File: config.mk
export PLATFORM = sky130hd
export DESIGN_NAME = nano_pwm_drive
export DESIGN_NICKNAME = d
export VERILOG_FILES = /design/src/rtl/nano_pkg.sv /design/src/rtl/nano_pwm_channel.sv /design/src/rtl/nano_pwm_drive.sv
export SDC_FILE = /design/constraint.sdc
export NUM_CORES = 1
export LEC_CHECK = 0
export BUFFER_PORTS_ARGS = -buffer_cell sky130_fd_sc_hd__buf_2
export CAP_MARGIN = 20
export CORE_AREA = 4 4 106 68
export DETAILED_ROUTE_END_ITERATION = 10
export DIE_AREA = 0 0 110 72
export GPL_TIMING_DRIVEN = 0
export PLACE_DENSITY = 0.68
export SLEW_MARGIN = 5
export SYNTH_ARGS = -nofsm -noshare
export SYNTH_HDL_FRONTEND = slang
export SYNTH_HIERARCHICAL = 1
export SYNTH_SLANG_ARGS = --single-unit
File: constraint.sdc
create_clock -name clock -period 3 [get_ports clock]
set_input_delay 0.6 -clock clock [delete_from_list [all_inputs] [get_ports clock]]
set_output_delay 0.6 -clock clock [all_outputs]
set_load 0.01 [all_outputs]
File: src/rtl/nano_pkg.sv
// Shared types for the Nano rover PWM motor driver.
// Build option: NANO_PWM_RAMP_EN enables slew limiting of the applied duty.
package nano_pkg;

  typedef enum logic [1:0] {
    ST_RUN   = 2'd0,
    ST_DRAIN = 2'd1,
    ST_DEAD  = 2'd2
  } ch_state_e;

endpackage

File: src/rtl/nano_pwm_channel.sv
// One H-bridge channel: reversal FSM, applied duty/direction, dead timer and pin registers.
// Build option: NANO_PWM_RAMP_EN selects slew-limited duty (else duty jumps to target).
module nano_pwm_channel
  import nano_pkg::*;
#(
  parameter int DUTY_W       = 8,
  parameter int RAMP_STEP    = 4,
  parameter int DEAD_PERIODS = 2
) (
  input  logic              clock,
  input  logic              reset,
  input  logic              i_bnd,
  input  logic [DUTY_W-1:0] i_cnt,
  input  logic [DUTY_W-1:0] i_duty_cmd,
  input  logic              i_dir_cmd,
  input  logic              i_run,
  output logic              o_pwm_en,
  output logic              o_in_a,
  output logic              o_in_b,
  output logic              o_at_target
);

  localparam int DEAD_W = (DEAD_PERIODS < 2) ? 1 : $clog2(DEAD_PERIODS + 1);
  localparam logic [DEAD_W-1:0] DEAD_LOAD = DEAD_W'(DEAD_PERIODS);
  localparam logic [DEAD_W-1:0] DEAD_ONE  = DEAD_W'(1);

`ifdef NANO_PWM_RAMP_EN
  localparam int STEP_C = (RAMP_STEP > (2**DUTY_W - 1)) ? (2**DUTY_W - 1) : RAMP_STEP;
  localparam logic [DUTY_W:0] STEP = (DUTY_W+1)'(STEP_C);

  // Move toward the goal by at most STEP; one extra bit keeps the sum from wrapping.
  function automatic logic [DUTY_W-1:0] step_duty(input logic [DUTY_W-1:0] cur,
                                                 input logic [DUTY_W-1:0] goal);
    logic [DUTY_W:0] c, g, res;
    c = {1'b0, cur};
    g = {1'b0, goal};
    if (g > c)
      res = ((g - c) > STEP) ? (c + STEP) : g;
    else
      res = ((c - g) > STEP) ? (c - STEP) : g;
    return res[DUTY_W-1:0];
  endfunction
`endif

  ch_state_e          r_state, w_state_nxt;
  logic               r_dir_act, w_dir_nxt;
  logic [DEAD_W-1:0]  r_dead, w_dead_nxt;
  logic [DUTY_W-1:0]  r_duty_act, w_duty_nxt;
  logic [DUTY_W-1:0]  w_tgt, w_goal;
  logic               r_pwm_en, r_in_a, r_in_b, r_at_target;

  assign w_tgt = i_run ? i_duty_cmd : '0;

  always_comb begin
    w_state_nxt = r_state;
    w_dir_nxt   = r_dir_act;
    w_dead_nxt  = r_dead;
    w_duty_nxt  = r_duty_act;
    w_goal      = '0;
    if (i_bnd) begin
      case (r_state)
        ST_RUN: begin
          if (i_dir_cmd != r_dir_act) begin
            if (r_duty_act != '0) begin
              w_state_nxt = ST_DRAIN;
            end else begin
              w_state_nxt = ST_DEAD;
              w_dead_nxt  = DEAD_LOAD;
            end
          end
        end
        ST_DRAIN: begin
          if (i_dir_cmd == r_dir_act) begin
            w_state_nxt = ST_RUN;
          end else if (r_duty_act == '0) begin
            w_state_nxt = ST_DEAD;
            w_dead_nxt  = DEAD_LOAD;
          end
        end
        ST_DEAD: begin
          // Direction is taken from the command seen on the final dead boundary.
          if (r_dead <= DEAD_ONE) begin
            w_state_nxt = ST_RUN;
            w_dir_nxt   = i_dir_cmd;
          end else begin
            w_dead_nxt = r_dead - DEAD_ONE;
          end
        end
        default: w_state_nxt = ST_RUN;
      endcase
      w_goal = (w_state_nxt == ST_RUN) ? w_tgt : '0;
`ifdef NANO_PWM_RAMP_EN
      w_duty_nxt = step_duty(r_duty_act, w_goal);
`else
      w_duty_nxt = w_goal;
`endif
    end
  end

  always_ff @(posedge clock or posedge reset) begin
    if (reset) begin
      r_state     <= ST_RUN;
      r_dir_act   <= 1'b1;
      r_dead      <= '0;
      r_duty_act  <= '0;
      r_pwm_en    <= 1'b0;
      r_in_a      <= 1'b1;
      r_in_b      <= 1'b0;
      r_at_target <= 1'b1;
    end else begin
      r_state     <= w_state_nxt;
      r_dir_act   <= w_dir_nxt;
      r_dead      <= w_dead_nxt;
      r_duty_act  <= w_duty_nxt;
      // Pins are gated by state so both bridge legs can never be driven high together.
      r_pwm_en    <= (i_cnt < r_duty_act) && (r_state != ST_DEAD);
      r_in_a      <= (r_state != ST_DEAD) && r_dir_act;
      r_in_b      <= (r_state != ST_DEAD) && !r_dir_act;
      r_at_target <= (r_state == ST_RUN) && (r_duty_act == w_tgt);
    end
  end

  assign o_pwm_en    = r_pwm_en;
  assign o_in_a      = r_in_a;
  assign o_in_b      = r_in_b;
  assign o_at_target = r_at_target;

endmodule

File: src/rtl/nano_pwm_drive.sv
// N-channel PWM H-bridge driver: shared prescaler/period counter plus per-channel reversal logic.
// Build option: NANO_PWM_RAMP_EN enables per-boundary slew limiting in every channel.
module nano_pwm_drive
  import nano_pkg::*;
#(
  parameter int CH           = 2,
  parameter int DUTY_W       = 8,
  parameter int PRESC_DIV    = 1,
  parameter int RAMP_STEP    = 4,
  parameter int DEAD_PERIODS = 2
) (
  input  logic                 clock,
  input  logic                 reset,
  input  logic                 run,
  input  logic [CH*DUTY_W-1:0] duty_cmd,
  input  logic [CH-1:0]        dir_cmd,
  output logic [CH-1:0]        pwm_en,
  output logic [CH-1:0]        in_a,
  output logic [CH-1:0]        in_b,
  output logic [CH-1:0]        at_target,
  output logic                 period_strobe
);

  localparam int PW = (PRESC_DIV > 1) ? $clog2(PRESC_DIV) : 1;
  localparam logic [PW-1:0]     PRESC_LAST = PW'(PRESC_DIV - 1);
  localparam logic [DUTY_W-1:0] CNT_LAST   = DUTY_W'(2**DUTY_W - 2);

  logic [PW-1:0]        r_presc;
  logic [DUTY_W-1:0]    r_cnt;
  logic                 r_strobe;
  logic                 r_run;
  logic [CH*DUTY_W-1:0] r_duty_cmd;
  logic [CH-1:0]        r_dir_cmd;
  logic                 w_tick, w_bnd;

  assign w_tick = (r_presc == PRESC_LAST);
  assign w_bnd  = w_tick && (r_cnt == CNT_LAST);

  // The period is 2^DUTY_W-1 ticks so an all-ones duty holds the enable high.
  always_ff @(posedge clock or posedge reset) begin
    if (reset) begin
      r_presc  <= '0;
      r_cnt    <= '0;
      r_strobe <= 1'b0;
    end else begin
      r_presc  <= w_tick ? '0 : r_presc + PW'(1);
      if (w_bnd)
        r_cnt <= '0;
      else if (w_tick)
        r_cnt <= r_cnt + DUTY_W'(1);
      r_strobe <= w_bnd;
    end
  end

  always_ff @(posedge clock or posedge reset) begin
    if (reset) begin
      r_run      <= 1'b0;
      r_duty_cmd <= '0;
      r_dir_cmd  <= '1;
    end else begin
      r_run      <= run;
      r_duty_cmd <= duty_cmd;
      r_dir_cmd  <= dir_cmd;
    end
  end

  for (genvar g = 0; g < CH; g++) begin : g_ch
    nano_pwm_channel #(
      .DUTY_W      (DUTY_W),
      .RAMP_STEP   (RAMP_STEP),
      .DEAD_PERIODS(DEAD_PERIODS)
    ) u_ch (
      .clock      (clock),
      .reset      (reset),
      .i_bnd      (w_bnd),
      .i_cnt      (r_cnt),
      .i_duty_cmd (r_duty_cmd[g*DUTY_W +: DUTY_W]),
      .i_dir_cmd  (r_dir_cmd[g]),
      .i_run      (r_run),
      .o_pwm_en   (pwm_en[g]),
      .o_in_a     (in_a[g]),
      .o_in_b     (in_b[g]),
      .o_at_target(at_target[g])
    );
  end

  assign period_strobe = r_strobe;

endmodule

# == Word level (Yosys, flattened, before mapping) ==
# Cells that the tools add are included.
# totals
regBits,63
out_inout_bits,9
word_cells,113
# op_classes
n_addsub,4
n_lt_le_gt_ge,4
n_eq_ne,24
n_mux,33
n_bitwise,1
reduce_logical,25
# ops
operator,n
8-bit 2-to-1 mux,6
2-bit 2-to-1 mux,22
2-bit one-hot mux with 3 select lines,4
8-bit == test,2
8-bit logical NOT,2
8-bit less-than comparator,2
2-bit inequality test (second input constant),8
8-bit nonzero test,2
7-bit AND reduction,2
2-bit by 1-bit inequality test with 1-bit output (second input constant),5
1-bit logical AND,9
8-bit by 1-bit adder with 8-bit output (second input constant),1
8-bit == test (second input constant),1
2-bit logical NOT,4
3-bit AND reduction,2
3-bit nonzero test,2
2-bit by 1-bit == test with 1-bit output (second input constant),2
2-bit == test (second input constant),2
2-bit by 1-bit less-or-equal comparator with 1-bit output (second input constant),2
2-bit by 1-bit subtractor with 2-bit output (second input constant),2
1-bit == test,2
1-bit logical NOT,2
1-bit inequality test,2
1-bit adder (second input constant),1
2 further kinds,2

# == Depth between registers and ports, before layout ==
# Gate-level depths: netlist of run 1.
# depth
ltp_word,7
ltp_mapped,9

# == Cells and area by module ==
# Netlist of run 1, hierarchy kept.
# modules_own_cells
mod,n_inst,cells_per_inst,area_per_inst_um2,seq_area_each_um2
nano_pwm_channel,2,113,1049.8,429.2
nano_pwm_drive,1,67,968.4,703.2

# == Worst setup path before layout of run 1 ==
# No wires, ideal clock.
# synth_path
path_type,reg-to-reg
startpoint,register r_cnt[3]
endpoint,register g_ch[0].u_ch.r_state[1]
setup_ns,0.121
t_arrival_ns,1.711
required_ns,2.879
slack_ns,1.167
stages_incl_launch_ff,9
path_buffers,4
path_cell_list,dfrtp_1 buf_6 and4_4 and3_1 buf_6 and2_1 buf_2 clkbuf_1 o22a_1
# synth_via
elab_chain_len,2
# synth_rtl
item,line_no,rtl
"start, declared",nano_pwm_drive.sv:29,logic [DUTY_W-1:0] r_cnt;
"start signal, assigned",nano_pwm_drive.sv:50,r_cnt <= r_cnt + DUTY_W'(1);
8-bit == test,nano_pwm_drive.sv:37,assign w_bnd = w_tick && (r_cnt == CNT_LAST);
1-bit logical AND,nano_pwm_drive.sv:37,
named net w_bnd,nano_pwm_drive.sv:34,"logic w_tick, w_bnd;"
"end signal, assigned",nano_pwm_channel.sv:111,r_state <= w_state_nxt;
"end, declared",nano_pwm_channel.sv:45,"ch_state_e r_state, w_state_nxt;"
# The timed path passes the listed nets, and every way through them passes these cells.
# A chain may end at the register's enable or synchronous reset.

# == Final worst setup path of run 1 ==
# layout_path
startpoint,register r_cnt[3]
endpoint,register g_ch[1].u_ch.r_duty_act[1]
# layout_via
elab_chain_len,2
# layout_rtl
item,line_no,rtl
8-bit == test,nano_pwm_drive.sv:37,
1-bit logical AND,nano_pwm_drive.sv:37,
named net w_bnd,nano_pwm_drive.sv:34,
"end signal, assigned",nano_pwm_channel.sv:114,r_duty_act <= w_duty_nxt;
"end, declared",nano_pwm_channel.sv:48,"logic [DUTY_W-1:0] r_duty_act, w_duty_nxt;"
# The timed path passes the listed nets, and every way through them passes these cells.

==> results.json, run 1 <==
{
  "crit_path_max_incr_delay_ps": 450,
  "vias_per_cell": 5.38,
  "syn-num-nets": 332,
  "hold_class": "in2async",
  "start_kind": "register",
  "drt_iter0_drc": 188,
  "fmaxAchievable_mhz": 439,
  "rsz0062_at_grt": "no",
  "slowest_stage": "dfrtp_1",
  "grt_pass1_vias": 2225,
  "first_pass_iters": 4,
  "ys_ff_latch": 62,
  "drc": 0,
  "synth_area_per_cell_um2": 10.5,
  "grt_pass1_wl_um": 11400,
  "endpoint_kind": "register",
  "place_hpwl_um": 4960,
  "ctsResizeCount": 0,
  "skew_ps": 9.58,
  "dieArea_um2": 7920,
  "critical_path_arrival_ps": 2480,
  "path_buf_inv": 4,
  "ys_seq_area_frac": 0.509,
  "h-tree-depth": 3,
  "root_buffer": "clkbuf_8",
  "max_slew_margin": 0.533,
  "io_pins": 30,
  "die_w_um": 110,
  "syn_inst": 293,
  "r2r_end": "g_ch[1].u_ch/r_duty_act[1]",
  "overflow": 0,
  "path_cells": "buf_6 > and4_4 > and3_1 > buf_6 > and2_1 > buf_2 > clkbuf_1 > o22ai_1",
  "wl_per_cell_um": 15.8,
  "leakage_nw": 1.62,
  "synth_edf_count": 0,
  "cts_buffers": 9,
  "synthArstFlopShare": 1.00,
  "cap_viol_max_count": 0,
  "hold_violations": 0,
  "cp.required_ps": 3200,
  "grt.total_usage": 0.195,
  "finalSetupViolCount": 0,
  "regToRegStartpoint": "r_cnt[3]",
  "syn_to_final_growth_pct": 14.6,
  "tightest_slew_ps": 700,
  "synthFlopType": "dfrtp_1",
  "min_period_ps": 2280,
  "final_cell_area_um2": 3520,
  "grt_antenna_before_repair": 0,
  "portBuffers": 29,
  "place.gp.congestion": 0.825,
  "start_util": 0.482,
  "synth.distinct_cells": 41,
  "crit_type": "reg2reg",
  "tritoncts": "yes",
  "dpl_cell_area_um2": 3350,
  "ff2ff_path_depth": 8,
  "core_um2": 6360,
  "rrSetupSlack_ps": 720,
  "ys_warn_count": 6,
  "fin_crit_sh": 0.760,
  "critPathTopFamily": "buffers and inverters",
  "cts.sinks": 62,
  "core.rowCount": 23,
  "antenna_left": 0,
  "status": "finished clean",
  "slew_viol_final": 0,
  "powerDensity_nw_per_um2": 447,
  "grt_max_degree": 19,
  "cts_max_path_buffers": 2,
  "fin_setup_tns_ps": 0,
  "holdBufCountCts": 0,
  "insertion_delay_ps": 360,
  "cpMostUsedCell": "buf_6",
  "netlist_area_um2": 3070,
  "drive_above_1_share": 0.195,
  "num-nets-final": 373,
  "diodes": 0,
  "path_clk_slew_ps": 70,
  "die_h_um": 72,
  "post_cts_buffers": 0,
  "vias": 2291,
  "routed_wl_um": 6740,
  "crit_fanout": 10,
  "ir_drop_mv": 0.267
}
==> cells in the final DEF (no fill, tap or decap), drive strengths merged, types with 9 or more instances in the layout <==
cell type / instances
clkbuf: 13
nand3: 12
o22ai: 22
ha: 18
o21ai: 14
buf: 37
inv: 39
nand2: 13
a21oi: 9
a31oi: 12
dfrtp: 54
nand2b: 11
==> sequential cells by signal (all words and copies together) (netlist names) <==
name                   cells
g_ch.u_ch/r_duty_act      16
r_duty_cmd                16
r_cnt                      8
g_ch.u_ch/r_dead           4
g_ch.u_ch/r_state          4
g_ch.u_ch/o_at_target      2
g_ch.u_ch/o_in_a           2
g_ch.u_ch/o_in_b           2
g_ch.u_ch/o_pwm_en         2
g_ch.u_ch/r_dir_act        2
r_dir_cmd                  2
period_strobe              1
r_run                      1
==> cell families (layout without fill, tap and decap cells) <==
logic type      count (synthesis)  after routing  synth area share
buf+inv                        48             94            0.0657
fa+ha+maj                      18             18            0.0734
mux                             2              2           0.00734
compound gates                 77             77             0.167
xor+xnor                       12             12            0.0343
flops                          62             62             0.509
simple gates                   74             74             0.144
==> how the worst max path moves through the flow <==
| stage | to | from | slack (ps) | cells after the start |
|---|---|---|---|---|
| finish | g_ch[1].u_ch/r_duty_act[1] | r_cnt[3] | 720 | 8 |
| global route | g_ch[0].u_ch/r_duty_act[1] | r_cnt[3] | 630 | 8 |
| CTS | g_ch[1].u_ch/r_duty_act[1] | r_cnt[3] | 750 | 8 |
| detailed placement | g_ch[1].u_ch/r_duty_act[1] | r_cnt[3] | 780 | 8 |
| global placement | g_ch[0].u_ch/r_duty_act[4] | r_cnt[3] | 830 | 8 |
| floorplan | g_ch[0].u_ch/r_state[1] | r_cnt[3] | 1170 | 8 |
==> cells in the mapped netlist, types with 3 or more instances <==
library cell | number | area share
a21oi_1 | 9 | 0.015
xnor2_1 | 4 | 0.011
o21ai_0 | 13 | 0.021
o22ai_1 | 22 | 0.045
xor2_1 | 8 | 0.023
a31oi_1 | 12 | 0.024
buf_2 | 5 | 0.0082
a32o_1 | 3 | 0.0098
ha_1 | 18 | 0.073
nor4_1 | 6 | 0.012
nor2b_1 | 4 | 0.0082
nand2b_1 | 11 | 0.022
and2_1 | 3 | 0.0061
nand4b_1 | 6 | 0.017
dfrtp_1 | 54 | 0.44
dfstp_2 | 8 | 0.069
nand2_1 | 13 | 0.016
nor2_1 | 4 | 0.0049
nand3_1 | 12 | 0.020
nand4_1 | 3 | 0.0061
a21o_1 | 4 | 0.0098
inv_1 | 39 | 0.048
==> report_power, final <==
part | internal [W] | switching [W] | total (W) | leakage (nW)
clock network | 0.000299 | 0.000339 | 0.000638 | 0.0755
registers | 0.000853 | 0.0000129 | 0.000866 | 0.773
logic | 0.0000277 | 0.0000406 | 0.0000683 | 0.770
total | 0.00118 | 0.000392 | 0.00157 | 1.62
==> final cells by class <==
class                      instances  area, um2
clock buffer                      11        131
timing repair buffer              30        173
buffer                             9       55.1
multi-input combinational        183       1310
tap                               87        109
fill                             566       2840
inverter                          39        146
sequential                        62       1560
clock inverter                     5       36.3
==> per-layer routing <==
metal  global-route usage  share of wire  vias up
met2                0.247           0.40       63
met1                0.299           0.52     1089
li1                     -              -     1135
met4               0.0512         0.0079        0
met5                    0              0        -
met3               0.0862          0.065        4
==> through the flow <==
stage	power, W	utilization	cells	setup slack, ps	hold WS, ps
2_1_floorplan	0.000916	-	293	1170	482
3_3_place_gp	0.000944	0.522	409	829	504
3_5_place_dp	0.000950	0.527	410	784	510
4_1_cts	0.00159	0.553	426	748	266
5_1_grt	0.00165	0.553	426	632	292
6_report	0.00157	0.553	426	720	264
Note: power is estimated with default switching activity, not from simulation.
==> inputs of run 2 (changes only) <==
==> constraint.sdc (replaced) <==
create_clock -name clock -period 2.1 [get_ports clock]
set_input_delay 0.42 -clock clock [delete_from_list [all_inputs] [get_ports clock]]
set_output_delay 0.42 -clock clock [all_outputs]
set_load 0.01 [all_outputs]
==> results.json, run 2 (synthesis results as in run 1) <==
{
  "hold_class": "in2async",
  "cap_viol_max_count": 0,
  "drt_iter0_drc": 160,
  "drc": 0,
  "leakage_nw": 1.63,
  "cp.depth": 8,
  "topRoutingLayerUsed": "met4",
  "drt-met1-wl_um": 3440,
  "r2r_end": "g_ch[1].u_ch/r_state[1]",
  "fmaxAchievable_mhz": 493,
  "insertion_delay_ps": 360,
  "grt_pass1_vias": 2240,
  "first_pass_iters": 5,
  "skew_ps": 9.26,
  "ff2ff_path_depth": 8,
  "min_period_ps": 2030,
  "grt_max_degree": 19,
  "fin_crit_sh": 0.966,
  "route.met2.wl_um": 2690,
  "root_buffer": "clkbuf_8",
  "final_core_util": 0.560,
  "start_util": 0.482,
  "cts_max_path_buffers": 2,
  "path_clk_slew_ps": 70,
  "crit_type": "reg2reg",
  "cts.sinks": 62,
  "vias_per_cell": 5.47,
  "syn_to_final_growth_pct": 16.2,
  "status": "finished clean",
  "core_um2": 6360,
  "io_pins": 30,
  "antenna_left": 0,
  "crit_fanout": 10,
  "tritoncts": "yes",
  "rrSetupSlack_ps": 70,
  "final_common_cell": "dfrtp_1",
  "drive_above_1_share": 0.215,
  "largest_registers": "g_ch.u_ch/r_duty_act (16), r_duty_cmd (16), r_cnt (8)",
  "overflow": 0,
  "endpoint_kind": "register",
  "start_kind": "register",
  "die_w_um": 110,
  "diodes": 0,
  "layout_common_cells": "51 x dfrtp_1, 39 x inv_1, 34 x buf_2",
  "cpMostUsedCell": "buf_6",
  "core.rowCount": 23,
  "crit_path_max_incr_delay_ps": 450,
  "grt.total_usage": 0.196,
  "grt_antenna_before_repair": 0,
  "tightest_slew_ps": 693,
  "slowest_stage": "dfrtp_2",
  "path_cells": "buf_6 > and4_4 > and3_1 > buf_6 > and2_1 > clkbuf_4 > buf_2 > o22a_1",
  "routed_wl_um": 6730,
  "num-nets-final": 373,
  "powerDensity_nw_per_um2": 630,
  "ir_drop_mv": 0.380,
  "place_hpwl_um": 4960,
  "crit_start": "r_cnt[3]",
  "wl_per_cell_um": 15.8,
  "grt_pass1_wl_um": 11400,
  "dr_wl_met3_um": 556,
  "cts_buffers": 9,
  "cp.required_ps": 2340,
  "regToRegStartpoint": "r_cnt[3]",
  "max_slew_margin": 0.537,
  "hold_violations": 0,
  "post_cts_buffers": 0,
  "numPlacedInstances": 410,
  "dieArea_um2": 7920,
  "portBuffers": 29,
  "die_h_um": 72,
  "path_buf_inv": 4,
  "layout.cells.non_filler": 426,
  "vias": 2332,
  "slew_viol_final": 0,
  "critPathTopFamily": "buffers and inverters",
  "h-tree-depth": 3,
  "place.gp.congestion": 0.825,
  "power.total_w": 0.00225,
  "finalSetupViolCount": 0,
  "critical_path_arrival_ps": 2270
}
## run 2: worst max-delay path by stage
stage | endpoint | slack, ps
4_1_cts | g_ch[1].u_ch/r_duty_act[1] | 20
5_1_grt | g_ch[0].u_ch/r_duty_act[7] | -0.7
6_report | g_ch[1].u_ch/r_state[1] | 70
3_3_place_gp | g_ch[0].u_ch/r_duty_act[4] | -70
2_1_floorplan | g_ch[0].u_ch/r_state[1] | 270
3_5_place_dp | g_ch[1].u_ch/r_duty_act[1] | -120
## run 2: per-stage QoR
| stage | area, um2 | TNS (ps) | setup WS, ps | hold slack [ps] |
|---|---|---|---|---|
| 6_report | 3560 | 0 | 71.8 | 85.5 |
| 5_1_grt | 3560 | -0.732 | -0.732 | 112 |
| 4_1_cts | 3530 | 0 | 22.7 | 85.9 |
| 3_5_place_dp | 3350 | -1800 | -116 | 475 |
| 3_3_place_gp | 3320 | -1170 | -71.3 | 504 |
| 2_1_floorplan | 3070 | 0 | 267 | 344 |
## run 2: where the power goes
group / switching (W) / total [W] / leakage [nW] / internal [W]
clock: 0.000482 / 0.000910 / 0.0755 / 0.000427
sequential: 0.0000186 / 0.00124 / 0.771 / 0.00122
combinational: 0.0000594 / 0.0000992 / 0.779 / 0.0000398
total: 0.000560 / 0.00225 / 1.63 / 0.00169
## run 2: metal layers
| metal | GRT usage | vias to the layer above |
|---|---|---|
| li1 | - | 1138 |
| met1 | 0.298 | 1104 |
| met2 | 0.249 | 88 |
| met3 | 0.0871 | 2 |
| met4 | 0.0526 | 0 |
| met5 | 0 | - |
## run 2: what timing repair did
action                                  in CTS  in global routing
hold buffers                                 0                  0
endpoints found under the setup margin      20                 19
resized for setup                            4                  9
hold endpoints to repair                     0                  0
## run 2: cell type report
cell class | count | area [um2]
plain buffers | 9 | 62.6
clock buffers | 11 | 131
clock inverters | 5 | 36.3
fillers | 560 | 2800
inverters | 39 | 146
multi-input cells | 183 | 1340
flip-flops and latches | 62 | 1570
well taps | 87 | 109
repair buffers | 30 | 173
## run 2: worst register-to-register path, cell delays in order, from the launching register on
cell and delay, ps:
dfrtp_2 450, buf_6 150, and4_4 190, and3_1 180, buf_6 140, and2_1 180, clkbuf_4 190, buf_2 210
o22a_1 240
==> inputs of run 3 (changes only) <==
--- a/config.mk
+++ b/config.mk
@@ -7,11 +7,13 @@
 export LEC_CHECK = 0
 export BUFFER_PORTS_ARGS = -buffer_cell sky130_fd_sc_hd__buf_2
 export CAP_MARGIN = 20
-export CORE_AREA = 4 4 106 68
+export CELL_PAD_IN_SITES_DETAIL_PLACEMENT = 2
+export CELL_PAD_IN_SITES_GLOBAL_PLACEMENT = 2
+export CORE_AREA = 4 4 121 77
 export DETAILED_ROUTE_END_ITERATION = 10
-export DIE_AREA = 0 0 110 72
+export DIE_AREA = 0 0 125 81
 export GPL_TIMING_DRIVEN = 0
-export PLACE_DENSITY = 0.68
+export PLACE_DENSITY_LB_ADDON = 0.1
 export SLEW_MARGIN = 5
 export SYNTH_ARGS = -nofsm -noshare
 export SYNTH_HDL_FRONTEND = slang
==> results.json, run 3 (synthesis results as in run 1) <==
{
  "cp.required_ps": 2310,
  "holdBufCountCts": 0,
  "vias_per_cell": 5.38,
  "dpl_cell_area_um2": 3380,
  "crit_fanout": 10,
  "ff2ff_path_depth": 8,
  "dieArea_um2": 10100,
  "core_um2": 8260,
  "powerDensity_nw_per_um2": 769,
  "start_util": 0.371,
  "drt_iter0_drc": 137,
  "start_kind": "register",
  "p_comb_frac": 0.036,
  "overflow": 0,
  "fin_crit_sh": 0.936,
  "grt_pass1_wl_um": 14700,
  "leakage_nw": 1.73,
  "finalSetupViolCount": 0,
  "status": "finished clean",
  "layout_common_cells": "50 x dfrtp_1, 39 x inv_1, 33 x buf_2",
  "cts_max_path_buffers": 2,
  "final_cell_area_um2": 3770,
  "min_period_ps": 1970,
  "num-nets-final": 374,
  "grt_max_degree": 20,
  "hold_violations": 0,
  "root_buffer": "clkbuf_16",
  "drc": 0,
  "crit_type": "reg2reg",
  "slew_viol_final": 0,
  "largest_registers": "g_ch.u_ch/r_duty_act (16), r_duty_cmd (16), r_cnt (8)",
  "tritoncts": "yes",
  "grt_pass1_vias": 2661,
  "syn_to_final_growth_pct": 23.0,
  "diodes": 0,
  "drive_above_1_share": 0.235,
  "ir_drop_mv": 0.384,
  "h-tree-depth": 3,
  "p_sw_w": 0.000600,
  "skew_ps": 8.22,
  "hold_ws_ps": 139,
  "routed_wl_um": 8750,
  "portBuffers": 29,
  "grt.total_usage": 0.185,
  "hold_class": "in2async",
  "insertion_delay_ps": 330,
  "path_clk_slew_ps": 50,
  "vias": 2434,
  "final_common_cell": "dfrtp_1",
  "fmaxAchievable_mhz": 509,
  "cts.sinks": 62,
  "first_pass_iters": 4,
  "io_pins": 30,
  "max_slew_margin": 0.469,
  "place_hpwl_um": 6370,
  "power.internal_w": 0.00230,
  "p_seq_frac": 0.428,
  "wl_per_cell_um": 19.4,
  "grt_antenna_before_repair": 0,
  "die_w_um": 125,
  "pwr-share-clk": 0.536,
  "endpoint_kind": "register",
  "die_h_um": 81,
  "tightest_slew_ps": 789,
  "place.gp.congestion": 0.756,
  "cts_buffers": 9,
  "antenna_left": 0,
  "core.rowCount": 26,
  "cap_viol_max_count": 0,
  "critical_path_arrival_ps": 2180,
  "netSwitchingFraction": 0.207
}
[run 3: cell count changes in the layout (fill, tap and decap cells not counted), moves of 2 or more]
cell | previous run | this run
clkbuf_16 | 0 | 9
clkinvlp_4 | 3 | 0
buf_4 | 0 | 2
clkbuf_8 | 9 | 4
clkbuf_1 | 2 | 0
[run 3: cell type report]
type,instances,area [um2]
fillers,890,4490
flip-flops and latches,62,1570
multi-input cells,183,1350
clock buffers,13,280
repair buffers,31,180
inverters,39,146
well taps,112,140
plain buffers,9,68.8
clock inverters,3,40.0
[run 3: worst paths after layout]
check	start	endpoint	slack, ps
setup / recovery	r_cnt[3]	g_ch[0].u_ch/r_state[1]	130
hold / removal	reset	r_duty_cmd[15]	140
setup reg to reg	r_cnt[3]	g_ch[0].u_ch/r_state[1]	130
hold reg to reg	g_ch[0].u_ch/r_dir_act	g_ch[0].u_ch/o_in_b	510
max in group asynchronous	reset	g_ch[0].u_ch/r_duty_act[5]	1360
min in group clock	dir_cmd[1]	r_dir_cmd[1]	190
[run 3: repair_timing]
action                                  CTS  global route
endpoints found under the setup margin   20            24
resized for setup                         8            12
setup buffers                             0             1
[run 3: per-layer routing]
metal  GRT usage  part of all wire  vias up
met1       0.272              0.53     1245
met3      0.0440             0.033        8
met5           0                 0        -
met2       0.279              0.43       33
met4      0.0390            0.0074        0
li1            -                 -     1148
[run 3: power by group through the flow]
stage	clock, W	sequential, W	combinational (W)
floorplan	0	0.00126	0.0000539
global placement	0	0.00126	0.0000937
detailed placement	0	0.00126	0.000103
CTS	0.00160	0.00124	0.000106
global route	0.00166	0.00124	0.000121
finish	0.00156	0.00124	0.000105
[run 3: critical path: stages (launching register included)]
cell	delay (ps)
dfrtp_1	400
buf_6	150
and4_4	190
and3_1	180
buf_6	140
and2_4	170
buf_4	160
buf_2	210
o22a_1	240
[run 3: metrics by stage]
stage | worst slack [ps] | std cells | util | total power [W] | setup TNS [ps]
finish | 134 | 452 | 0.457 | 0.00290 | 0
global route | -5.99 | 452 | 0.457 | 0.00303 | -5.99
CTS | 5.26 | 451 | 0.452 | 0.00294 | 0
detailed placement | -262 | 435 | 0.409 | 0.00136 | -4540
global placement | -172 | 434 | 0.406 | 0.00135 | -2930
floorplan | 267 | 293 | - | 0.00131 | 0
